`src/rtl/branch_resolve.sv`:
```
// Branch resolution stage behind the ALU: evaluates the branch condition,
// picks the next PC and produces the link write, then hands the result off
// through a one-entry valid/ready register. After a taken handoff, the one
// wrong-path beat that follows is dropped.
// Optional: define BR_STATS_EN to add saturating taken/squash counters.
module branch_resolve #(
  parameter int unsigned WIDTH    = 32,
  parameter int unsigned LINK_REG = 31
) (
  input  logic             clk,
  input  logic             rst_n,
  input  logic             in_valid,
  output logic             in_ready,
  input  logic [3:0]       br_op,
  input  logic [WIDTH-1:0] alu_sum,
  input  logic             alu_zout,
  input  logic             status_n,
  input  logic             status_z,
  input  logic             status_v,
  input  logic [WIDTH-1:0] pc_plus4,
  input  logic [WIDTH-1:0] br_offset,
  output logic             out_valid,
  input  logic             out_ready,
  output logic [WIDTH-1:0] pc_next,
  output logic             taken,
  output logic             link_we,
  output logic [4:0]       link_addr,
  output logic [WIDTH-1:0] link_data,
  output logic             flush
`ifdef BR_STATS_EN
  ,
  output logic [15:0]      stat_taken,
  output logic [15:0]      stat_squash
`endif
);

  typedef enum logic [1:0] {StIdle, StValid, StSquash} state_e;

  state_e           r_state, w_state_d;
  logic [WIDTH-1:0] r_pc_next, r_link_data;
  logic             r_taken, r_link_we;

  logic             w_cond, w_link, w_use_reg;
  logic [WIDTH-1:0] w_rel_target, w_reg_target, w_pc_calc;
  logic             w_load, w_drop;
  logic             w_unused;

  // Register-indirect targets are word aligned, so the low ALU bits are ignored.
  assign w_unused     = ^alu_sum[1:0];
  assign w_rel_target = pc_plus4 + (br_offset << 2);
  assign w_reg_target = {alu_sum[WIDTH-1:2], 2'b00};

  // Decode the opcode into a taken condition, link request and target select.
  always_comb begin
    w_cond    = 1'b0;
    w_link    = 1'b0;
    w_use_reg = 1'b0;
    case (br_op)
      4'b0001: w_cond = alu_zout;
      4'b0010: w_cond = ~alu_zout;
      4'b0011: w_cond = status_n | status_z;
      4'b0100: w_cond = ~status_n & ~status_z;
      4'b0101: w_cond = status_v;
      4'b0110: begin
        w_cond    = 1'b1;
        w_use_reg = 1'b1;
      end
      4'b0111: begin
        w_cond = status_n | status_z;
        w_link = status_n | status_z;
      end
      4'b1000: begin
        w_cond = 1'b1;
        w_link = 1'b1;
      end
      default: ;
    endcase
    w_pc_calc = pc_plus4;
    if (w_cond) w_pc_calc = w_use_reg ? w_reg_target : w_rel_target;
  end

  // Handshake FSM: next state, input acceptance, load and drop decisions.
  always_comb begin
    w_state_d = r_state;
    in_ready  = 1'b1;
    w_load    = 1'b0;
    w_drop    = 1'b0;
    case (r_state)
      StIdle: begin
        if (in_valid) begin
          w_load    = 1'b1;
          w_state_d = StValid;
        end
      end
      StValid: begin
        in_ready = out_ready;
        if (out_ready) begin
          if (r_taken) begin
            // A beat arriving alongside a taken handoff is on the wrong path.
            w_drop    = in_valid;
            w_state_d = StSquash;
          end else if (in_valid) begin
            w_load = 1'b1;
          end else begin
            w_state_d = StIdle;
          end
        end
      end
      StSquash: begin
        if (in_valid) begin
          w_drop    = 1'b1;
          w_state_d = StIdle;
        end
      end
      default: w_state_d = StIdle;
    endcase
  end

  // State and result registers; results only change on an accepted, kept beat.
  always_ff @(posedge clk or negedge rst_n) begin
    if (!rst_n) begin
      r_state     <= StIdle;
      r_pc_next   <= '0;
      r_link_data <= '0;
      r_taken     <= 1'b0;
      r_link_we   <= 1'b0;
    end else begin
      r_state <= w_state_d;
      if (w_load) begin
        r_pc_next   <= w_pc_calc;
        r_link_data <= pc_plus4;
        r_taken     <= w_cond;
        r_link_we   <= w_link;
      end
    end
  end

  assign out_valid = (r_state == StValid);
  assign taken     = out_valid & r_taken;
  assign link_we   = out_valid & r_link_we;
  assign flush     = out_valid & out_ready & r_taken;
  assign pc_next   = r_pc_next;
  assign link_data = r_link_data;
  assign link_addr = 5'(LINK_REG);

`ifdef BR_STATS_EN
  logic [15:0] r_stat_taken, r_stat_squash;

  // Saturating event counters for taken handoffs and dropped beats.
  always_ff @(posedge clk or negedge rst_n) begin
    if (!rst_n) begin
      r_stat_taken  <= '0;
      r_stat_squash <= '0;
    end else begin
      if (flush && (r_stat_taken != 16'hFFFF)) r_stat_taken <= r_stat_taken + 16'd1;
      if (w_drop && (r_stat_squash != 16'hFFFF)) r_stat_squash <= r_stat_squash + 16'd1;
    end
  end

  assign stat_taken  = r_stat_taken;
  assign stat_squash = r_stat_squash;
`endif

endmodule
```
`config.mk`:
```
export PLATFORM = sky130hd
export DESIGN_NAME = branch_resolve
export DESIGN_NICKNAME = d
export VERILOG_FILES = /design/src/rtl/branch_resolve.sv
export SDC_FILE = /design/constraint.sdc
export NUM_CORES = 1
export LEC_CHECK = 0
export CAP_MARGIN = 15
export CELL_PAD_IN_SITES_DETAIL_PLACEMENT = 1
export CELL_PAD_IN_SITES_GLOBAL_PLACEMENT = 1
export CORE_MARGIN = 5
export CORE_UTILIZATION = 34
export DETAILED_ROUTE_END_ITERATION = 10
export PLACE_DENSITY_LB_ADDON = 0.1
export SLEW_MARGIN = 5
export SYNTH_ARGS = -nofsm -noshare
export SYNTH_HDL_FRONTEND = slang
export SYNTH_SLANG_ARGS = --single-unit
```
`constraint.sdc`:
```
create_clock -name clk -period 5.3 [get_ports clk]
set_input_delay 1.59 -clock clk [delete_from_list [all_inputs] [get_ports clk]]
set_output_delay 1.59 -clock clk [all_outputs]
set_load 0.005 [all_outputs]
```
Word-level counts from Yosys, hierarchy flattened
Index checks and enable logic that the tools add are counted.

word-level totals
  logic and storage cells = 49
  bits of input ports = 108
  output and inout port bits = 74
  register bits = 68

cells by class
  $add $sub $neg = 1
  equality and inequality tests = 14
  bitwise operators = 9
  reductions and logical operators = 4
  muxes and demuxes = 16

operators with widths
  kind                count
  $mux 32             2
  $add 32x32->32      1
  $eq 4x3->1 const B  4
  $mux 2              5
  $eq 4x2->1 const B  2
  $pmux 1 s6          1
  $pmux 2 s3          1
  $and 1x1->1         5
  $mux 1              5
  $eq 4x1->1 const B  1
  $eq 4x4->1 const B  1
  $ne 2x2->1 const B  2
  $pmux 1 s2          2
  $reduce_and 4->1    1
  $reduce_or 2->1     2
  $ne 3x2->1 const B  1
  $not 1->1           3
  $eq 2x1->1 const B  1
  $eq 2x2->1 const B  1
  $logic_not 2->1     1
  $ne 2x1->1 const B  1
  $or 1x1->1          1

Logic depth before layout (Yosys ltp)
Gate-level depths: netlist of the first run.

  word-level depth = 4
  depth in mapped cells = 10
  gate-level depth less buffers = 10

Least setup slack after synthesis of the first run
Ideal clock, no wire load.

  kind = input to register
  start point = input port pc_plus4[2]
  end point = register r_pc_next[30], in the netlist pc_next[30]
  stages on the path = 10
  required time = 5.171 ns
  arrival = 3.686 ns
  library setup time = 0.129 ns
  path slack = 1.484 ns
  buffers on the path = 0
  cell sequence = ha_1 fa_1 a211oi_2 o21ai_2 a31oi_2 a21oi_2 a221oi_2 o311ai_1 xnor2_1 o22ai_1

between the ends
  cells in the longest elaborated chain, start to end = 3

RTL lines
  item                    RTL line  RTL
  start: declaration      20        input logic [WIDTH-1:0] pc_plus4,
  $add 32x32->32          50        assign w_rel_target = pc_plus4 + (br_offset << 2);
  $mux 32 (2 in a row)    79        if (w_cond) w_pc_calc = w_use_reg ? w_reg_target : w_rel_target;
  end signal: assignment  130       r_pc_next <= w_pc_calc;
  end: declaration        40        logic [WIDTH-1:0] r_pc_next, r_link_data;

Every way passes these cells.
A chain may end at the register's enable or synchronous reset.

Final worst setup path of the first run
Ends and elaborated chain as after synthesis.

==> impl_metrics.tcl, run 1 <==
set metrics [dict create \
    endpoint "pc_next[30]" \
    place.port_buffers 172 \
    critical_path.startpoint "pc_plus4[2]" \
    hold_class "reg -> reg" \
    power.combinational.fraction 0.461 \
    synth.cell_area_um2 4630 \
    timing_worst_slew_pin_value_ns 1.00 \
    ys_types 58 \
    crit-reg2reg-capture "pc_next[14]" \
    initial_antenna_violation_count 0 \
    effective_utilization_at_floorplan 0.348 \
    grt_setup_unrepaired "no" \
    route.final.wire_length_mm 17.1 \
    rows 42 \
    ctsLongestPathBuffers 2 \
    yosys_reg_bits 68 \
    final.setup_skew_ns 0.00909 \
    placedCellCount 895 \
    detailedPlacementHpwl_mm 12.8 \
    critical_path.reg2reg.startpoint "r_taken" \
    critPathMaxFanout 4 \
    layout.cells.non_filler 911 \
    finalSetupTns_ns 0 \
    cts_max_level 3 \
    number_of_drc_violations_after_detailed_routing 0 \
    r2r_slack_ns 3.20 \
    worst-setup-path-type "in -> reg" \
    clock_power_share 0.228 \
    power.density_cell_area_nw_per_um2 436 \
    postSynth.asyncResetShare 1.00 \
    routabilityCongestion 0.856 \
    cts_made_buffers 9 \
    grt_overflow 0 \
    synth_largest_type_area_fraction 0.368 \
    fmax_mhz 227 \
    cts.clk_slew.worst_paths_ns 0.06 \
    vdd_ir_drop_max_v 0.000193 \
    final.fill_count 1585 \
    sequential_cell_area_um2 1700 \
    cts_tree "done" \
    io_pins 182 \
    ys.flop_type "sky130_fd_sc_hd__dfrtp_1" \
    cts-resized-gates 0 \
    grt_pass1_vias 5292 \
    cts_hold_repair.buffers 0 \
    dr.first_iter.drc_count 164 \
    grt_pass1_wl_mm 27.7 \
    antenna_left 0 \
    startpoint_type "primary input" \
    critical_path.endpoint_type "flop" \
    post_drt_via_cell_ratio 5.33 \
    maxCapViolations 0 \
    die_area_um2 16000 \
    post_cts_buffers 0 \
    finalCritPeriodShare 0.831 \
    crit_required_ns 5.49 \
    syn_avg_cell_area_um2 8.08 \
    drt-wirelength-per-cell_um 18.8 \
    worst_slew_margin_rel 0.331 \
    finalSetupViolCount 0 \
    synth_enable_flop_cells 0 \
    grt_use_total 0.216 \
    fin_util 0.512 \
    run_status "finished clean" \
    power.switching_fraction 0.337 \
    synth_top_area_cell "sky130_fd_sc_hd__dfrtp_1" \
    largest_net_degree_at_the_start_of_global_routing 69 \
    seqPwrFrac 0.311 \
    leakage_nw 3.00 \
    insertion_delay_ns 0.35 \
    hold_viol_final 0 \
    cts_root_buffer "sky130_fd_sc_hd__clkbuf_16" \
    detail_route.first_pass.iterations 4 \
    ys_seq_area_frac 0.368 \
    shortest_period_the_worst_path_allows_ns 4.40 \
    cts_sinks 68 \
    power.net_switching_mw 1.00 \
    timing.reg2reg.worst_path_depth 4 \
    fin_total_pwr_mw 2.97 \
    final-max-slew-violation-count 0 \
    synth_top_cells_by_area "sky130_fd_sc_hd__dfrtp_1, sky130_fd_sc_hd__nand2_1, sky130_fd_sc_hd__ha_1" \
    finalNetCount 868 \
    multi_input_comb_area_um2 2740 \
    internal_power_mw 1.97 \
    core_um2 13300 \
    die_h_um 127 \
    synth_warnings 0 \
    via_count 4852 \
    ant_diodes 0 \
    synthToLayoutAreaGrowth_pct 47.0 \
    synth_cells 573 \
    die_width_um 127 \
    critical_path_arrival_ns 4.59 \
    drive_above_1_share 0.0449 \
]
-- area by class of cell --
cell class                 count  area share
clock buffer                  10      0.0351
clock inverter                 6      0.0127
inverter                      12     0.00662
multi-input combinational    460       0.403
sequential                    68       0.250
tap                          176      0.0324
timing repair buffer         179       0.260
-- layout by cell type, fill, tap and decap left out, drive strengths merged, types with 3 or more instances in the layout --
| master | netlist | final |
|---|---|---|
| a22o | 3 | 3 |
| a221oi | 18 | 18 |
| ha | 29 | 29 |
| nor3 | 5 | 5 |
| a21o | 19 | 19 |
| clkbuf | 24 | 10 |
| dfrtp | 68 | 68 |
| o21bai | 3 | 3 |
| nor2 | 40 | 40 |
| buf | 13 | 8 |
| nand2 | 137 | 137 |
| nand4 | 6 | 6 |
| a211oi | 5 | 5 |
| a31oi | 6 | 6 |
| nor2b | 4 | 4 |
| o211ai | 6 | 6 |
| or3 | 5 | 5 |
| conb | 1 | 5 |
| o22ai | 14 | 14 |
| a21oi | 49 | 49 |
| clkdlybuf4s50 | 0 | 171 |
| xor2 | 10 | 10 |
| o21a | 4 | 4 |
| inv | 12 | 13 |
| o21ai | 40 | 40 |
| xnor2 | 16 | 16 |
| nand3 | 5 | 5 |
-- critical path, stage by stage --
cell	delay, ns
sky130_fd_sc_hd__clkdlybuf4s50_1	0.47
sky130_fd_sc_hd__ha_1	0.26
sky130_fd_sc_hd__fa_1	0.45
sky130_fd_sc_hd__a211oi_2	0.36
sky130_fd_sc_hd__o21ai_2	0.10
sky130_fd_sc_hd__a31oi_2	0.34
sky130_fd_sc_hd__a21oi_2	0.15
sky130_fd_sc_hd__a221oi_2	0.46
sky130_fd_sc_hd__o311ai_1	0.17
sky130_fd_sc_hd__xnor2_1	0.16
sky130_fd_sc_hd__o22ai_1	0.08
-- power by group through the flow --
stage	Combinational (mW)	Sequential, mW	Clock [mW]
3_3_place_gp	1.35	0.914	0
5_1_grt	1.50	0.959	0.719
6_report	1.37	0.921	0.677
2_1_floorplan	0.558	0.937	0
4_1_cts	1.39	0.926	0.690
3_5_place_dp	1.38	0.933	0
-- sequential cells by signal (all words and copies together), names as in the netlist --
signal and cells:
r_state 2, link_data 32, r_link_we 1, pc_next 32, r_taken 1
-- per-stage QoR --
stage	setup WS (ns)	cell area [um^2]	hold slack [ns]
3_5_place_dp	0.570	6480	0.462
3_3_place_gp	0.631	6480	0.459
2_1_floorplan	1.48	4640	0.446
4_1_cts	0.909	6810	0.477
6_report	0.896	6810	0.473
5_1_grt	0.715	6810	0.509
-- cell usage after synthesis, types with 2 or more instances --
library cell / n
sky130_fd_sc_hd__inv_1: 12
sky130_fd_sc_hd__ha_1: 29
sky130_fd_sc_hd__nor3_1: 5
sky130_fd_sc_hd__nor2_1: 40
sky130_fd_sc_hd__clkbuf_1: 24
sky130_fd_sc_hd__o21ai_1: 6
sky130_fd_sc_hd__nor2b_1: 4
sky130_fd_sc_hd__o2bb2ai_1: 2
sky130_fd_sc_hd__a21oi_1: 48
sky130_fd_sc_hd__o21a_1: 4
sky130_fd_sc_hd__buf_4: 5
sky130_fd_sc_hd__a22o_1: 3
sky130_fd_sc_hd__buf_1: 8
sky130_fd_sc_hd__a31oi_1: 5
sky130_fd_sc_hd__xnor2_1: 16
sky130_fd_sc_hd__a211oi_1: 4
sky130_fd_sc_hd__and2_1: 2
sky130_fd_sc_hd__o21bai_1: 3
sky130_fd_sc_hd__nand4_1: 6
sky130_fd_sc_hd__dfrtp_1: 68
sky130_fd_sc_hd__nand3b_1: 2
sky130_fd_sc_hd__o21ai_0: 33
sky130_fd_sc_hd__mux2i_1: 2
sky130_fd_sc_hd__xor2_1: 10
sky130_fd_sc_hd__a21o_1: 19
sky130_fd_sc_hd__nand2_1: 137
sky130_fd_sc_hd__and3_1: 2
sky130_fd_sc_hd__a22oi_1: 2
sky130_fd_sc_hd__o211ai_1: 6
sky130_fd_sc_hd__nand3_1: 5
sky130_fd_sc_hd__and3b_1: 2
sky130_fd_sc_hd__o22ai_1: 13
sky130_fd_sc_hd__or3_1: 5
sky130_fd_sc_hd__a221oi_1: 17
-- kinds of logic after synthesis --
logic type | count (synthesis) | share of synthesized area
and+or+nand+nor | 217 | 0.198
AOI/OAI and AO/OA | 180 | 0.253
DFF | 68 | 0.368
buffers and inverters | 49 | 0.0438
adders and majority gates | 30 | 0.0827
xor gates and xnor gates | 26 | 0.0492
muxes | 2 | 0.00432
other | 1 | 0.000810
-- worst min-delay path by stage --
stage | from | to | cells past startpoint
finish | link_data[23] | link_data[23] | 2
global route | link_data[16] | link_data[16] | 2
CTS | link_data[23] | link_data[23] | 2
detailed placement | link_data[23] | link_data[23] | 2
global placement | link_data[23] | link_data[23] | 2
floorplan | r_state[1] | r_state[0] | 1
-- layer usage --
layer,up-vias,share of wire,GRT usage
met5,-,0,0
met4,0,0.020,0.0801
met3,17,0.066,0.0584
met2,132,0.49,0.369
met1,2364,0.42,0.260
li1,2339,-,-
(Power assumes the default switching activity.)
==> run 2: changes to the inputs <==
CORE_UTILIZATION = 32   (was 34)
clock period = 4.1 ns   (was 5.3 ns; I/O delays follow)
==> run 2 against run 1 <==
Against the previous run: cell count is 2.7% higher; clock skew is 0.0049 ns lower; critical endpoint unchanged; register-to-register slack worse by 0.94 ns; utilization is 2.8 points lower; critical path type unchanged; worst hold slack better by 0.00097 ns; combinational power is 31% higher; total power is 30% higher; cell area is 2.2% higher.
==> impl_metrics.tcl, run 2 (synthesis results as in run 1) <==
set metrics [dict create \
    run_status "finished clean" \
    critPathMaxFanout 3 \
    final.setup_skew_ns 0.00421 \
    grt_use_total 0.208 \
    post_drt_via_cell_ratio 5.26 \
    routabilityCongestion 0.809 \
    detailedPlacementHpwl_mm 13.2 \
    via_count 4923 \
    grt_pass1_vias 5529 \
    die_area_um2 17000 \
    insertion_delay_ns 0.34 \
    fin_total_pwr_mw 3.85 \
    dpl_cell_area_um2 6630 \
    critical_path.endpoint_type "flop" \
    detail_route.first_pass.iterations 7 \
    ctsLongestPathBuffers 2 \
    worst_slew_margin_rel 0.378 \
    die_h_um 130 \
    shortest_period_the_worst_path_allows_ns 3.84 \
    hold_viol_final 0 \
    critical_path_arrival_ns 4.04 \
    cpLargestDelayFamily "compound AO/OA/AOI/OAI gates" \
    place.port_buffers 172 \
    final_area_um2 6960 \
    finalSetupViolCount 0 \
    leakage_nw 3.09 \
    layout.cells.most_common_list "sky130_fd_sc_hd__clkdlybuf4s50_1, sky130_fd_sc_hd__nand2_1, sky130_fd_sc_hd__dfrtp_1" \
    finalNetCount 885 \
    route.final.wire_length_mm 17.3 \
    placedCellCount 920 \
    fin_util 0.484 \
    largest_net_degree_at_the_start_of_global_routing 69 \
    hold_class "reg -> reg" \
    grt_overflow 0 \
    cts.clk_slew.worst_paths_ns 0.06 \
    startpoint_type "primary input" \
    synthToLayoutAreaGrowth_pct 50.3 \
    effective_utilization_at_floorplan 0.322 \
    rows 44 \
    drive_above_1_share 0.0665 \
    cts_tree "done" \
    layout.cells.non_filler 936 \
    drt-wirelength-per-cell_um 18.5 \
    hold_ws_ns 0.474 \
    power.density_cell_area_nw_per_um2 554 \
    final-max-slew-violation-count 0 \
    maxCapViolations 0 \
    worst-setup-path-type "in -> reg" \
    grt_setup_unrepaired "no" \
    cp.buffers_inverters 1 \
    grt_pass1_wl_mm 27.8 \
    vdd_ir_drop_max_v 0.000242 \
    dr.first_iter.drc_count 182 \
    place_worst_setup_slack_ns -0.0381 \
    cts-resized-gates 0 \
    fmax_mhz 260 \
    critical_path.cell_chain "clkdlybuf4s50_1 > ha_1 > fa_1 > a211oi_2 > o21ai_2 > a31oi_2 > a21oi_2 > a221oi_2 > o311ai_1 > xnor2_1 > o22ai_1" \
    timing_worst_slew_pin_value_ns 0.933 \
    finalCritPeriodShare 0.937 \
    layout.cells.most_common "sky130_fd_sc_hd__clkdlybuf4s50_1" \
    final.fill_count 1695 \
    cts_hold_repair.buffers 0 \
    cts_sinks 68 \
    post_cts_buffers 0 \
    crit_required_ns 4.30 \
    max_stage_delay_ns 0.43 \
    number_of_drc_violations_after_detailed_routing 0 \
    cts_made_buffers 9 \
    cts_max_level 3 \
    ant_diodes 0 \
    initial_antenna_violation_count 0 \
    core_um2 14400 \
    die_width_um 130 \
    postLayoutSetupSlackWorst_ns 0.259 \
    antenna_left 0 \
    cts_root_buffer "sky130_fd_sc_hd__clkbuf_16" \
    finalSetupTns_ns 0 \
    slowest_cp_cell "sky130_fd_sc_hd__clkdlybuf4s50_1" \
    io_pins 182 \
]
## run 2: cell count changes in the layout (fill, tap and decap cells not counted), sizes merged
cell | before | now
inv | 13 | 12
clkinv | 2 | 4
buf | 8 | 25
clkinvlp | 1 | 0
## run 2: tightest hold or removal path, cell delays in order (launching register included)
cell                      delay [ns]
sky130_fd_sc_hd__dfrtp_1        0.34
sky130_fd_sc_hd__nand2_1        0.05
sky130_fd_sc_hd__nand2_1        0.05
## run 2: layout make-up
| type | instances | area [um^2] | area share |
|---|---|---|---|
| clock buffer | 10 | 239 | 0.0344 |
| sequential | 68 | 1700 | 0.245 |
| tap | 184 | 230 | 0.0331 |
| clock inverter | 6 | 87.6 | 0.0126 |
| inverter | 12 | 45.0 | 0.00647 |
| multi-input combinational | 460 | 2740 | 0.394 |
| timing repair buffer | 196 | 1910 | 0.275 |
## run 2: path summary, 6_finish.rpt
check,startpoint,end,slack [ns],cells after the start
max,pc_plus4[2],pc_next[30],0.26,11
min,link_data[19],link_data[19],0.47,2
max reg2reg,r_taken,pc_next[15],2.26,6
min reg2reg,link_data[19],link_data[19],0.47,2
max in group asynchronous,rst_n,link_data[5],2.46,1
min in group asynchronous,rst_n,link_data[19],1.03,1
## run 2: power by group
group / internal, mW / switching (mW) / total (mW)
Combinational: 1.02 / 0.782 / 1.80
Sequential: 1.00 / 0.183 / 1.19
Clock: 0.549 / 0.315 / 0.864
## run 2: routing by layer
layer | up-vias | GRT usage | part of all wire
met5 | - | 0 | 0
met4 | 0 | 0.0660 | 0.016
met3 | 16 | 0.0471 | 0.059
met2 | 126 | 0.371 | 0.51
met1 | 2406 | 0.246 | 0.42
li1 | 2375 | - | -
